`src/rtl/instr_fetch_if.sv`:
```
// Fetch-stage bus: PC control, instruction-memory read port and decoder handshake.
// master = instr_fetch side, slave = surrounding pc block / imem / decoder.
interface instr_fetch_if #(
  parameter int PC_WIDTH    = 8,
  parameter int INSTR_WIDTH = 32
);
  logic                   start;
  logic                   halt;
  logic                   redirect;
  logic [PC_WIDTH-1:0]    redirect_pc;
  logic [PC_WIDTH-1:0]    PC;
  logic                   PC_enable;
  logic                   PC_load;
  logic [PC_WIDTH-1:0]    PC_load_val;
  logic                   imem_en;
  logic [PC_WIDTH-1:0]    imem_addr;
  logic [INSTR_WIDTH-1:0] imem_rdata;
  logic                   instr_valid;
  logic                   instr_ready;
  logic [INSTR_WIDTH-1:0] instr;
  logic [PC_WIDTH-1:0]    instr_pc;
  logic                   busy;

  modport master (
    input  start, halt, redirect, redirect_pc, PC, imem_rdata, instr_ready,
    output PC_enable, PC_load, PC_load_val, imem_en, imem_addr,
           instr_valid, instr, instr_pc, busy
  );

  modport slave (
    output start, halt, redirect, redirect_pc, PC, imem_rdata, instr_ready,
    input  PC_enable, PC_load, PC_load_val, imem_en, imem_addr,
           instr_valid, instr, instr_pc, busy
  );
endinterface

```
`src/rtl/instr_fetch.sv`:
```
// Instruction fetch stage: issues reads at the current PC, buffers returned words
// in a small queue and hands them to decode; redirect/halt flush queue and in-flight read.
module instr_fetch #(
  parameter int PC_WIDTH    = 8,
  parameter int INSTR_WIDTH = 32,
  parameter int FQ_DEPTH    = 2
) (
  input  logic           clk,
  input  logic           rst_n,
  instr_fetch_if.master  fif
);
  localparam int PTR_W = $clog2(FQ_DEPTH);
  localparam int CNT_W = PTR_W + 1;

  typedef enum logic {IDLE = 1'b0, RUN = 1'b1} state_t;

  state_t                 state_q, state_d;
  logic [CNT_W-1:0]       count_q, count_d;
  logic [PTR_W-1:0]       rd_ptr_q, rd_ptr_d;
  logic [PTR_W-1:0]       wr_ptr_q, wr_ptr_d;
  logic                   inflight_q, inflight_d;
  logic [PC_WIDTH-1:0]    inflight_pc_q, inflight_pc_d;

  logic [INSTR_WIDTH-1:0] fq_instr [FQ_DEPTH];
  logic [PC_WIDTH-1:0]    fq_pc    [FQ_DEPTH];

  logic                   run;
  logic                   flush;
  logic                   pop;
  logic                   push;
  logic                   issue;
  logic                   head_valid;
  logic [CNT_W:0]         credit;

  // State register
  always_ff @(posedge clk or negedge rst_n) begin
    if (!rst_n) begin
      state_q <= IDLE;
    end else begin
      state_q <= state_d;
    end
  end

  // Next-state logic: halt beats start, start is a no-op once running
  always_comb begin
    state_d = state_q;
    case (state_q)
      IDLE:    if (fif.start && !fif.halt) state_d = RUN;
      RUN:     if (fif.halt)               state_d = IDLE;
      default: state_d = IDLE;
    endcase
  end

  // Output logic
  always_comb begin
    run        = (state_q == RUN);
    head_valid = (count_q != '0);
    flush      = fif.halt || fif.redirect;
    pop        = head_valid && fif.instr_ready;
    // Credit counts the in-flight word so the queue can never overflow
    credit     = (CNT_W+1)'(count_q) + (CNT_W+1)'(inflight_q) - (CNT_W+1)'(pop);
    issue      = run && !flush && (credit < (CNT_W+1)'(FQ_DEPTH));
    push       = inflight_q && !flush;

    fif.busy        = run;
    fif.imem_en     = issue;
    fif.imem_addr   = fif.PC;
    fif.PC_enable   = issue;
    fif.PC_load     = fif.redirect;
    fif.PC_load_val = fif.redirect_pc;
    fif.instr_valid = head_valid;
    fif.instr       = head_valid ? fq_instr[rd_ptr_q] : '0;
    fif.instr_pc    = head_valid ? fq_pc[rd_ptr_q]    : '0;
  end

  // Queue bookkeeping and in-flight tracking
  always_comb begin
    count_d       = count_q + CNT_W'(push) - CNT_W'(pop);
    rd_ptr_d      = pop  ? rd_ptr_q + PTR_W'(1) : rd_ptr_q;
    wr_ptr_d      = push ? wr_ptr_q + PTR_W'(1) : wr_ptr_q;
    inflight_d    = issue;
    inflight_pc_d = issue ? fif.PC : inflight_pc_q;
    if (flush) begin
      count_d  = '0;
      rd_ptr_d = '0;
      wr_ptr_d = '0;
    end
  end

  always_ff @(posedge clk or negedge rst_n) begin
    if (!rst_n) begin
      count_q       <= '0;
      rd_ptr_q      <= '0;
      wr_ptr_q      <= '0;
      inflight_q    <= 1'b0;
      inflight_pc_q <= '0;
    end else begin
      count_q       <= count_d;
      rd_ptr_q      <= rd_ptr_d;
      wr_ptr_q      <= wr_ptr_d;
      inflight_q    <= inflight_d;
      inflight_pc_q <= inflight_pc_d;
    end
  end

  // Storage needs no reset: entries are only visible while count is nonzero
  always_ff @(posedge clk) begin
    if (push) begin
      fq_instr[wr_ptr_q] <= fif.imem_rdata;
      fq_pc[wr_ptr_q]    <= inflight_pc_q;
    end
  end
endmodule

```
`src/flat_wrapper.sv`:
```
// flat-port wrapper written by rule: the top's interface ports become plain ports
module instr_fetch_flat 
#(
  parameter int PC_WIDTH    = 8,
  parameter int INSTR_WIDTH = 32,
  parameter int FQ_DEPTH    = 2
)
  (clk, rst_n, fif_start, fif_halt, fif_redirect, fif_redirect_pc, fif_PC, fif_imem_rdata, fif_instr_ready, fif_PC_enable, fif_PC_load, fif_PC_load_val, fif_imem_en, fif_imem_addr, fif_instr_valid, fif_instr, fif_instr_pc, fif_busy);
  instr_fetch_if #(.PC_WIDTH(PC_WIDTH), .INSTR_WIDTH(INSTR_WIDTH)) fif_i ();
  input  logic clk;
  input  logic rst_n;
  input wire logic [$bits(fif_i.start)-1:0] fif_start;
  input wire logic [$bits(fif_i.halt)-1:0] fif_halt;
  input wire logic [$bits(fif_i.redirect)-1:0] fif_redirect;
  input wire logic [$bits(fif_i.redirect_pc)-1:0] fif_redirect_pc;
  input wire logic [$bits(fif_i.PC)-1:0] fif_PC;
  input wire logic [$bits(fif_i.imem_rdata)-1:0] fif_imem_rdata;
  input wire logic [$bits(fif_i.instr_ready)-1:0] fif_instr_ready;
  output wire logic [$bits(fif_i.PC_enable)-1:0] fif_PC_enable;
  output wire logic [$bits(fif_i.PC_load)-1:0] fif_PC_load;
  output wire logic [$bits(fif_i.PC_load_val)-1:0] fif_PC_load_val;
  output wire logic [$bits(fif_i.imem_en)-1:0] fif_imem_en;
  output wire logic [$bits(fif_i.imem_addr)-1:0] fif_imem_addr;
  output wire logic [$bits(fif_i.instr_valid)-1:0] fif_instr_valid;
  output wire logic [$bits(fif_i.instr)-1:0] fif_instr;
  output wire logic [$bits(fif_i.instr_pc)-1:0] fif_instr_pc;
  output wire logic [$bits(fif_i.busy)-1:0] fif_busy;
  assign fif_i.start = fif_start;
  assign fif_i.halt = fif_halt;
  assign fif_i.redirect = fif_redirect;
  assign fif_i.redirect_pc = fif_redirect_pc;
  assign fif_i.PC = fif_PC;
  assign fif_i.imem_rdata = fif_imem_rdata;
  assign fif_i.instr_ready = fif_instr_ready;
  assign fif_PC_enable = fif_i.PC_enable;
  assign fif_PC_load = fif_i.PC_load;
  assign fif_PC_load_val = fif_i.PC_load_val;
  assign fif_imem_en = fif_i.imem_en;
  assign fif_imem_addr = fif_i.imem_addr;
  assign fif_instr_valid = fif_i.instr_valid;
  assign fif_instr = fif_i.instr;
  assign fif_instr_pc = fif_i.instr_pc;
  assign fif_busy = fif_i.busy;
  instr_fetch #(.PC_WIDTH(PC_WIDTH), .INSTR_WIDTH(INSTR_WIDTH), .FQ_DEPTH(FQ_DEPTH)) u_core (.clk(clk), .rst_n(rst_n), .fif(fif_i));
endmodule
```
`config.mk`:
```
export PLATFORM = sky130hd
export DESIGN_NAME = instr_fetch_flat
export DESIGN_NICKNAME = d
export VERILOG_FILES = /design/src/rtl/instr_fetch_if.sv /design/src/rtl/instr_fetch.sv /design/src/flat_wrapper.sv
export SDC_FILE = /design/constraint.sdc
export NUM_CORES = 1
export LEC_CHECK = 0
export ABC_AREA = 1
export CAP_MARGIN = 10
export CORE_MARGIN = 1
export CORE_UTILIZATION = 50
export CTS_CLUSTER_DIAMETER = 120
export DETAILED_ROUTE_END_ITERATION = 6
export DONT_BUFFER_PORTS = 1
export SLEW_MARGIN = 20
export SYNTH_ARGS = -nofsm -noshare
export SYNTH_HDL_FRONTEND = slang
export SYNTH_SLANG_ARGS = --single-unit
```
`constraint.sdc`:
```
create_clock -name clk -period 3.7 [get_ports clk]
set_input_delay 0.37 -clock clk [delete_from_list [all_inputs] [get_ports clk]]
set_output_delay 0.37 -clock clk [all_outputs]
set_load 0.02 [all_outputs]
```
==> impl_metrics.py, run 1 <==
metrics = {
    "setup_path": {
        "crit_buf_inv": 2,
        "worstReg2RegStart": "u_core.count_q[1]$_DFF_PN0_",
        "setup.worst_path.class": "reg2out",
        "crit_path_max_incr_delay_ns": 0.49,
        "startpoint_type": "flip-flop",
        "slowest_stage": "fa_1",
        "critPathMaxFanout": 9,
        "worstPathRequired_ns": 3.33,
        "critPathTopFamily": "adder cells",
        "cp.arrival_ns": 2.65,
        "startpoint": "u_core.count_q[1]$_DFF_PN0_",
        "cp-end-kind": "output pin",
        "crit_chain": "nor2_4 -> nor2_1 -> ha_1 -> inv_1 -> nand2_1 -> fa_1 -> nand2_1 -> nor2_4 -> nand2_4 -> inv_1",
    },
    "power": {
        "post-layout-total-power_mw": 1.817,
        "peakVddDrop_mv": 0.2540,
        "combinationalPowerShare_pct": 2.3,
        "cellPowerDensity_nw_per_um2": 461.8,
        "pwr-share-clk_pct": 31.5,
        "internal_power_mw": 1.434,
        "pwr-share-seq_pct": 66.2,
        "p_sw_mw": 0.3829,
        "leakage_nw": 1.446,
        "swShare_pct": 21.07,
    },
    "global_routing": {
        "grt_use_total_pct": 17.06,
        "grt_pass1_vias": 1916,
        "grt_pass1_wl_um": 9680,
        "overflow": 0,
        "antenna_found_initial": 0,
        "grt_max_degree": 43,
    },
    "synth": {
        "synth_top_family_by_area": "simple AND/OR/NAND/NOR gates",
        "yosys.area_share.simple_pct": 13.36,
        "syn_nets": 371,
        "yosysSeqAreaShare_pct": 72.23,
        "syn_avg_cell_area_sq_um": 12.18,
        "synth.area.mux_share_pct": 0,
        "netlist_area_sq_um": 3811,
        "synth_compound_area_share_pct": 5.647,
        "ys_warn_count": 0,
        "synthesis.instances": 313,
        "synth_seq_cells": 94,
        "synthXorXnorAreaFrac_pct": 0,
        "synth-adder-area-share_pct": 1.510,
        "synth_cell_types": 17,
    },
    "detailed_routing": {
        "route.detailed.drc": 0,
        "wirelength_um": 6582,
        "dr.pass1.iters": 4,
        "wl_per_cell_um": 16.37,
        "drt_iter0_markers": 110,
        "dr_total_vias": 2035,
        "via_per_inst": 5.062,
        "antenna_left": 0,
    },
    "clocking": {
        "clock-sinks": 94,
        "cts_tree": "built",
        "cts-root-buf": "clkbuf_8",
        "cts_max_path_buffers": 2,
        "cts_resized": 0,
        "worstSkewPairLatency_ns": 0.35,
        "h-tree-depth": 3,
        "cts_setup_buffers": 0,
        "numCtsBuffers": 9,
        "clk_pin_slew_worst_paths_ns": 0.08,
    },
    "cells_and_area": {
        "syn_to_final_growth_pct": 3.250,
        "final_cell_mix": "105 x nand2_1, 80 x edfxtp_1, 41 x a21oi_1",
        "stdcell_area_sq_um": 3935,
        "nFillCells": 653,
        "final_core_util_pct": 53.96,
        "num_antenna_cells": 0,
        "nets": 356,
        "final_cells": 402,
        "drive_above_1_share_pct": 8.581,
        "final_common_cell": "nand2_1",
    },
    "worst_hold_path": {
        "min_path_type": "in2reg",
        "worstHoldStart": "fif_halt",
    },
    "placement": {
        "gp_congestion": 0.7309,
        "placed_area_sq_um": 3760,
        "hpwl_um": 3979,
        "io_buffers": 0,
        "dp_slack_ns": 1.068,
        "placed_cells": 385,
    },
    "sta": {
        "setup-tns-final_ns": 0,
        "fin_hold_ws_ns": 0.07479,
        "period_share_pct": 81.65,
        "layout_min_cycle_time_ns": 3.021,
        "max_freq_ghz": 0.3310,
        "final_hold_viol_count": 0,
        "tightest_slew_ns": 0.7318,
        "skew_ns": 0.006060,
        "final-setup-viol-count": 0,
        "maxSlewViolCount": 0,
        "rsz0062_at_grt": "no",
        "setup_slack_ns": 0.6790,
        "slew_headroom_pct": 51.14,
    },
    "floorplanning": {
        "start_util_pct": 52.26,
        "dieHeight_um": 89.31,
        "die-area_sq_um": 7975,
        "io_pins": 115,
        "fp.dieW_um": 89.31,
        "rows": 31,
        "core_region_area_sq_um": 7292,
    },
    "outcome": {
        "status": "complete, no violations",
    },
    "job": {
        "maxCapViolCount": 0,
    },
}
layout make-up:
type	instances	area [sq um]	area share [%]
sequential	94	2753	69.95
multi-input combinational	175	804.5	20.45
clock buffer	9	123.9	3.148
tap	99	123.9	3.148
inverter	13	48.80	1.240
clock inverter	7	41.29	1.049
timing repair buffer	5	40.04	1.017
power by group through the flow:
stage | logic [mW] | registers [mW] | clock network [mW]
4_1_cts | 0.0432 | 1.20 | 0.592
3_5_place_dp | 0.0392 | 1.23 | 0
3_3_place_gp | 0.0388 | 1.23 | 0
2_1_floorplan | 0.0605 | 1.22 | 0
6_report | 0.0420 | 1.20 | 0.573
5_1_grt | 0.0494 | 1.21 | 0.635
sequential cells by signal, summed over array words and instances, names as in the netlist:
name	cells
u_core.count_q	2
u_core.fif.busy	1
u_core.fq_instr	64
u_core.fq_pc	16
u_core.inflight_pc_q	8
u_core.inflight_q	1
u_core.rd_ptr_q	1
u_core.wr_ptr_q	1
cell families (layout without fill, tap and decap cells):
kind of cell,after synthesis,count (layout)
compound gates,43,43
fa+ha+maj,4,4
buf+inv,44,34
flops,94,94
simple gates,128,128
worst reg2reg max path: stages (launching register included):
cell     delay, ns
dfrtp_1       0.47
nor2_4        0.07
nor2_1        0.15
ha_1          0.25
inv_1         0.08
nand2_1       0.07
fa_1          0.49
nand2_1       0.09
nor2_4        0.23
nand2_4       0.12
inv_1         0.30
final timing paths:
check | end | slack, ns | cells after the start
setup / recovery | fif_PC_enable | 0.68 | 10
hold / removal | u_core.fif.busy$_DFF_PN0_ | 0.07 | 1
setup reg to reg | u_core.inflight_q$_DFF_PN0_ | 1.26 | 10
hold reg to reg | u_core.fq_pc[1][6]$_DFFE_PP_ | 0.48 | 0
max in group asynchronous | u_core.inflight_q$_DFF_PN0_ | 2.83 | 1
min in group asynchronous | u_core.wr_ptr_q$_DFFE_PN0P_ | 0.47 | 1
synthesized netlist by cell type (all sizes together):
library cell    n  area [sq um]
fa              1         20.02
nor2           12         52.55
buf            31         227.7
dfrtp          14         350.3
inv            13         48.80
o21ai           2         10.01
a21oi          41         205.2
ha              3         37.54
edfxtp         80          2402
nand2         107         411.7
nand3           9         45.04
per-layer routing:
metal | GRT usage, % | vias up | share of wire (%)
li1 | - | 1012 | -
met4 | 6.494 | 0 | 1.4
met5 | 0 | - | 0
met3 | 5.910 | 10 | 6.9
met1 | 20.20 | 947 | 41
met2 | 28.87 | 66 | 51
timing repair:
item	4_1_cts	5_1_grt
hold buffers	1	0
setup endpoints to repair	0	0
endpoints found under the hold margin	14	0
Power figures use the tool's default switching activity.
==> inputs of run 2 (changes only) <==
--- a/config.mk
+++ b/config.mk
@@ -12,6 +12,7 @@
 export CTS_CLUSTER_DIAMETER = 120
 export DETAILED_ROUTE_END_ITERATION = 6
 export DONT_BUFFER_PORTS = 1
+export PLACE_DENSITY = 0.68
 export SLEW_MARGIN = 20
 export SYNTH_ARGS = -nofsm -noshare
 export SYNTH_HDL_FRONTEND = slang
==> constraint.sdc (replaced) <==
create_clock -name clk -period 2.75 [get_ports clk]
set_input_delay 0.275 -clock clk [delete_from_list [all_inputs] [get_ports clk]]
set_output_delay 0.275 -clock clk [all_outputs]
set_load 0.02 [all_outputs]
==> run 2 against run 1 <==
Sequential share of layout area shrank 7.0 points. Flip-flop and latch count unchanged. Design area increased by 11%. Wire length is 3.9% higher. Global-route usage up 0.094 points. First-iteration DRC count shrank 36%. Critical path depth unchanged. Register-to-register slack lost 0.78 ns. Clock-buffer cell count is 1 higher. Via count increased by 8.6%.
==> impl_metrics.py, run 2 (synthesis gave the netlist of run 1 again) <==
metrics = {
    "power": {
        "peakVddDrop_mv": 0.4200,
        "combinationalPowerShare_pct": 4.0,
        "leakage_nw": 1.622,
        "pwr-share-seq_pct": 60.7,
        "post-layout-total-power_mw": 2.662,
        "swShare_pct": 19.38,
        "pwr-share-clk_pct": 35.3,
        "internal_power_mw": 2.146,
        "cellPowerDensity_nw_per_um2": 608.5,
        "p_sw_mw": 0.5158,
    },
    "clocking": {
        "clock-sinks": 94,
        "numCtsBuffers": 9,
        "cts_tree": "built",
        "h-tree-depth": 3,
        "clk_pin_slew_worst_paths_ns": 0.08,
        "cts_max_path_buffers": 2,
        "worstSkewPairLatency_ns": 0.35,
        "cts-root-buf": "clkbuf_8",
    },
    "global_routing": {
        "grt_max_degree": 43,
        "overflow": 0,
        "grt_pass1_wl_um": 9729,
        "grt_pass1_vias": 1974,
        "antenna_found_initial": 0,
        "grt_use_total_pct": 17.16,
    },
    "setup_path": {
        "worstPathRequired_ns": 2.48,
        "crit_path_max_incr_delay_ns": 0.55,
        "critPathMaxFanout": 3,
        "startpoint_type": "flip-flop",
        "crit_chain": "nor2_4 -> nor2_2 -> ha_1 -> inv_2 -> nand2_1 -> fa_1 -> nand2_2 -> nor2_4 -> nand2_4 -> clkinvlp_4",
        "cp.arrival_ns": 2.42,
        "crit_top_cell": "nor2_4",
        "slowest_stage": "fa_1",
        "setup.worst_path.class": "reg2out",
        "cp-end-kind": "output pin",
    },
    "sta": {
        "skew_ns": 0.007502,
        "fin_hold_ws_ns": 0.06735,
        "period_share_pct": 97.98,
        "layout_min_cycle_time_ns": 2.694,
        "final_hold_viol_count": 0,
        "tightest_slew_ns": 0.7175,
        "maxSlewViolCount": 0,
        "max_freq_ghz": 0.3711,
        "slew_headroom_pct": 52.09,
        "setup_slack_ns": 0.05565,
        "setup-tns-final_ns": 0,
        "final-setup-viol-count": 0,
    },
    "job": {
        "maxCapViolCount": 0,
    },
    "placement": {
        "hpwl_um": 3982,
        "io_buffers": 0,
        "gp_congestion": 0.7970,
        "placed_cells": 386,
        "dp_slack_ns": 0.1880,
        "placed_area_sq_um": 3792,
    },
    "cells_and_area": {
        "drive_above_1_share_pct": 10.32,
        "final_cell_mix": "104 x nand2_1, 80 x edfxtp_1, 41 x a21oi_1",
        "top_register": "u_core.fq_instr",
        "top_regs": "u_core.fq_instr x64, u_core.fq_pc x16, u_core.inflight_pc_q x8",
        "largest_register_ffs": 64,
        "num_antenna_cells": 0,
        "final_common_cell": "nand2_1",
        "nets": 394,
        "final_core_util_pct": 59.99,
        "syn_to_final_growth_pct": 14.77,
        "stdcell_area_sq_um": 4374,
        "final_cells": 438,
    },
    "detailed_routing": {
        "drt_iter0_markers": 70,
        "antenna_left": 0,
        "route.detailed.drc": 0,
        "wl_per_cell_um": 15.61,
        "dr_total_vias": 2209,
        "via_per_inst": 5.043,
        "dr.pass1.iters": 4,
        "wirelength_um": 6838,
    },
    "worst_hold_path": {
        "min_path_type": "in2reg",
    },
    "floorplanning": {
        "fp.dieW_um": 89.31,
        "core_region_area_sq_um": 7292,
        "dieHeight_um": 89.31,
        "die-area_sq_um": 7975,
        "start_util_pct": 52.26,
        "rows": 31,
        "io_pins": 115,
    },
    "outcome": {
        "status": "complete, no violations",
    },
}
## run 2: metal layers
layer  track usage [%]  part of all wire (%)
met1             19.61                    40
met2             28.11                    51
met3             7.202                   7.5
met4             8.081                   1.9
met5                 0                     0
## run 2: worst paths after layout
path | cells after the start | slack, ns | endpoint | start
worst max-delay path | 10 | 0.06 | fif_PC_enable | u_core.count_q[0]$_DFF_PN0_
worst min-delay path | 2 | 0.07 | u_core.inflight_pc_q[1]$_DFFE_PN0P_ | fif_PC[1]
worst max register to register | 12 | 0.48 | u_core.inflight_pc_q[7]$_DFFE_PN0P_ | u_core.count_q[0]$_DFF_PN0_
worst min register to register | 0 | 0.48 | u_core.fq_pc[0][2]$_DFFE_PP_ | u_core.inflight_pc_q[2]$_DFFE_PN0P_
max in group asynchronous | 1 | 1.93 | u_core.count_q[1]$_DFF_PN0_ | rst_n
min in group asynchronous | 1 | 0.38 | u_core.fif.busy$_DFF_PN0_ | rst_n
## run 2: critical path, delay by kind of cell (launching register included)
kind / cells / cell delay [ns]
flops: 1 / 0.42
simple gates: 6 / 0.56
fa+ha+maj: 2 / 0.83
buf+inv: 2 / 0.26
## run 2: what timing repair did
item	CTS	global route
pin swaps	1	4
hold buffers	2	32
endpoints found under the setup margin	2	2
buffers inserted	1	3
resized for setup	1	4
endpoints found under the hold margin	15	64
## run 2: cell type report
class	count	area (sq um)
multi-input combinational	175	809.5
timing repair buffer	43	432.9
clock inverter	4	73.82
tap	99	123.9
clock buffer	10	127.6
sequential	94	2754
fill	620	2918
inverter	13	52.55
## run 2: power by group through the flow
stage               Clock [mW]  Combinational, mW  Sequential, mW
floorplan                    0             0.0814            1.64
CTS                      0.953             0.0619            1.62
finish                   0.939              0.106            1.62
global route              1.01              0.119            1.62
detailed placement           0             0.0543            1.65
global placement             0             0.0524            1.65
==> inputs of run 3 (changes only) <==
--- a/config.mk
+++ b/config.mk
@@ -7,7 +7,6 @@
 export LEC_CHECK = 0
 export ABC_AREA = 1
 export CAP_MARGIN = 10
-export CORE_MARGIN = 1
 export CORE_UTILIZATION = 50
 export CTS_CLUSTER_DIAMETER = 120
 export DETAILED_ROUTE_END_ITERATION = 6
==> results of run 3 <==
Same layout as run 2: the final DEF is identical, and so are final timing and power.
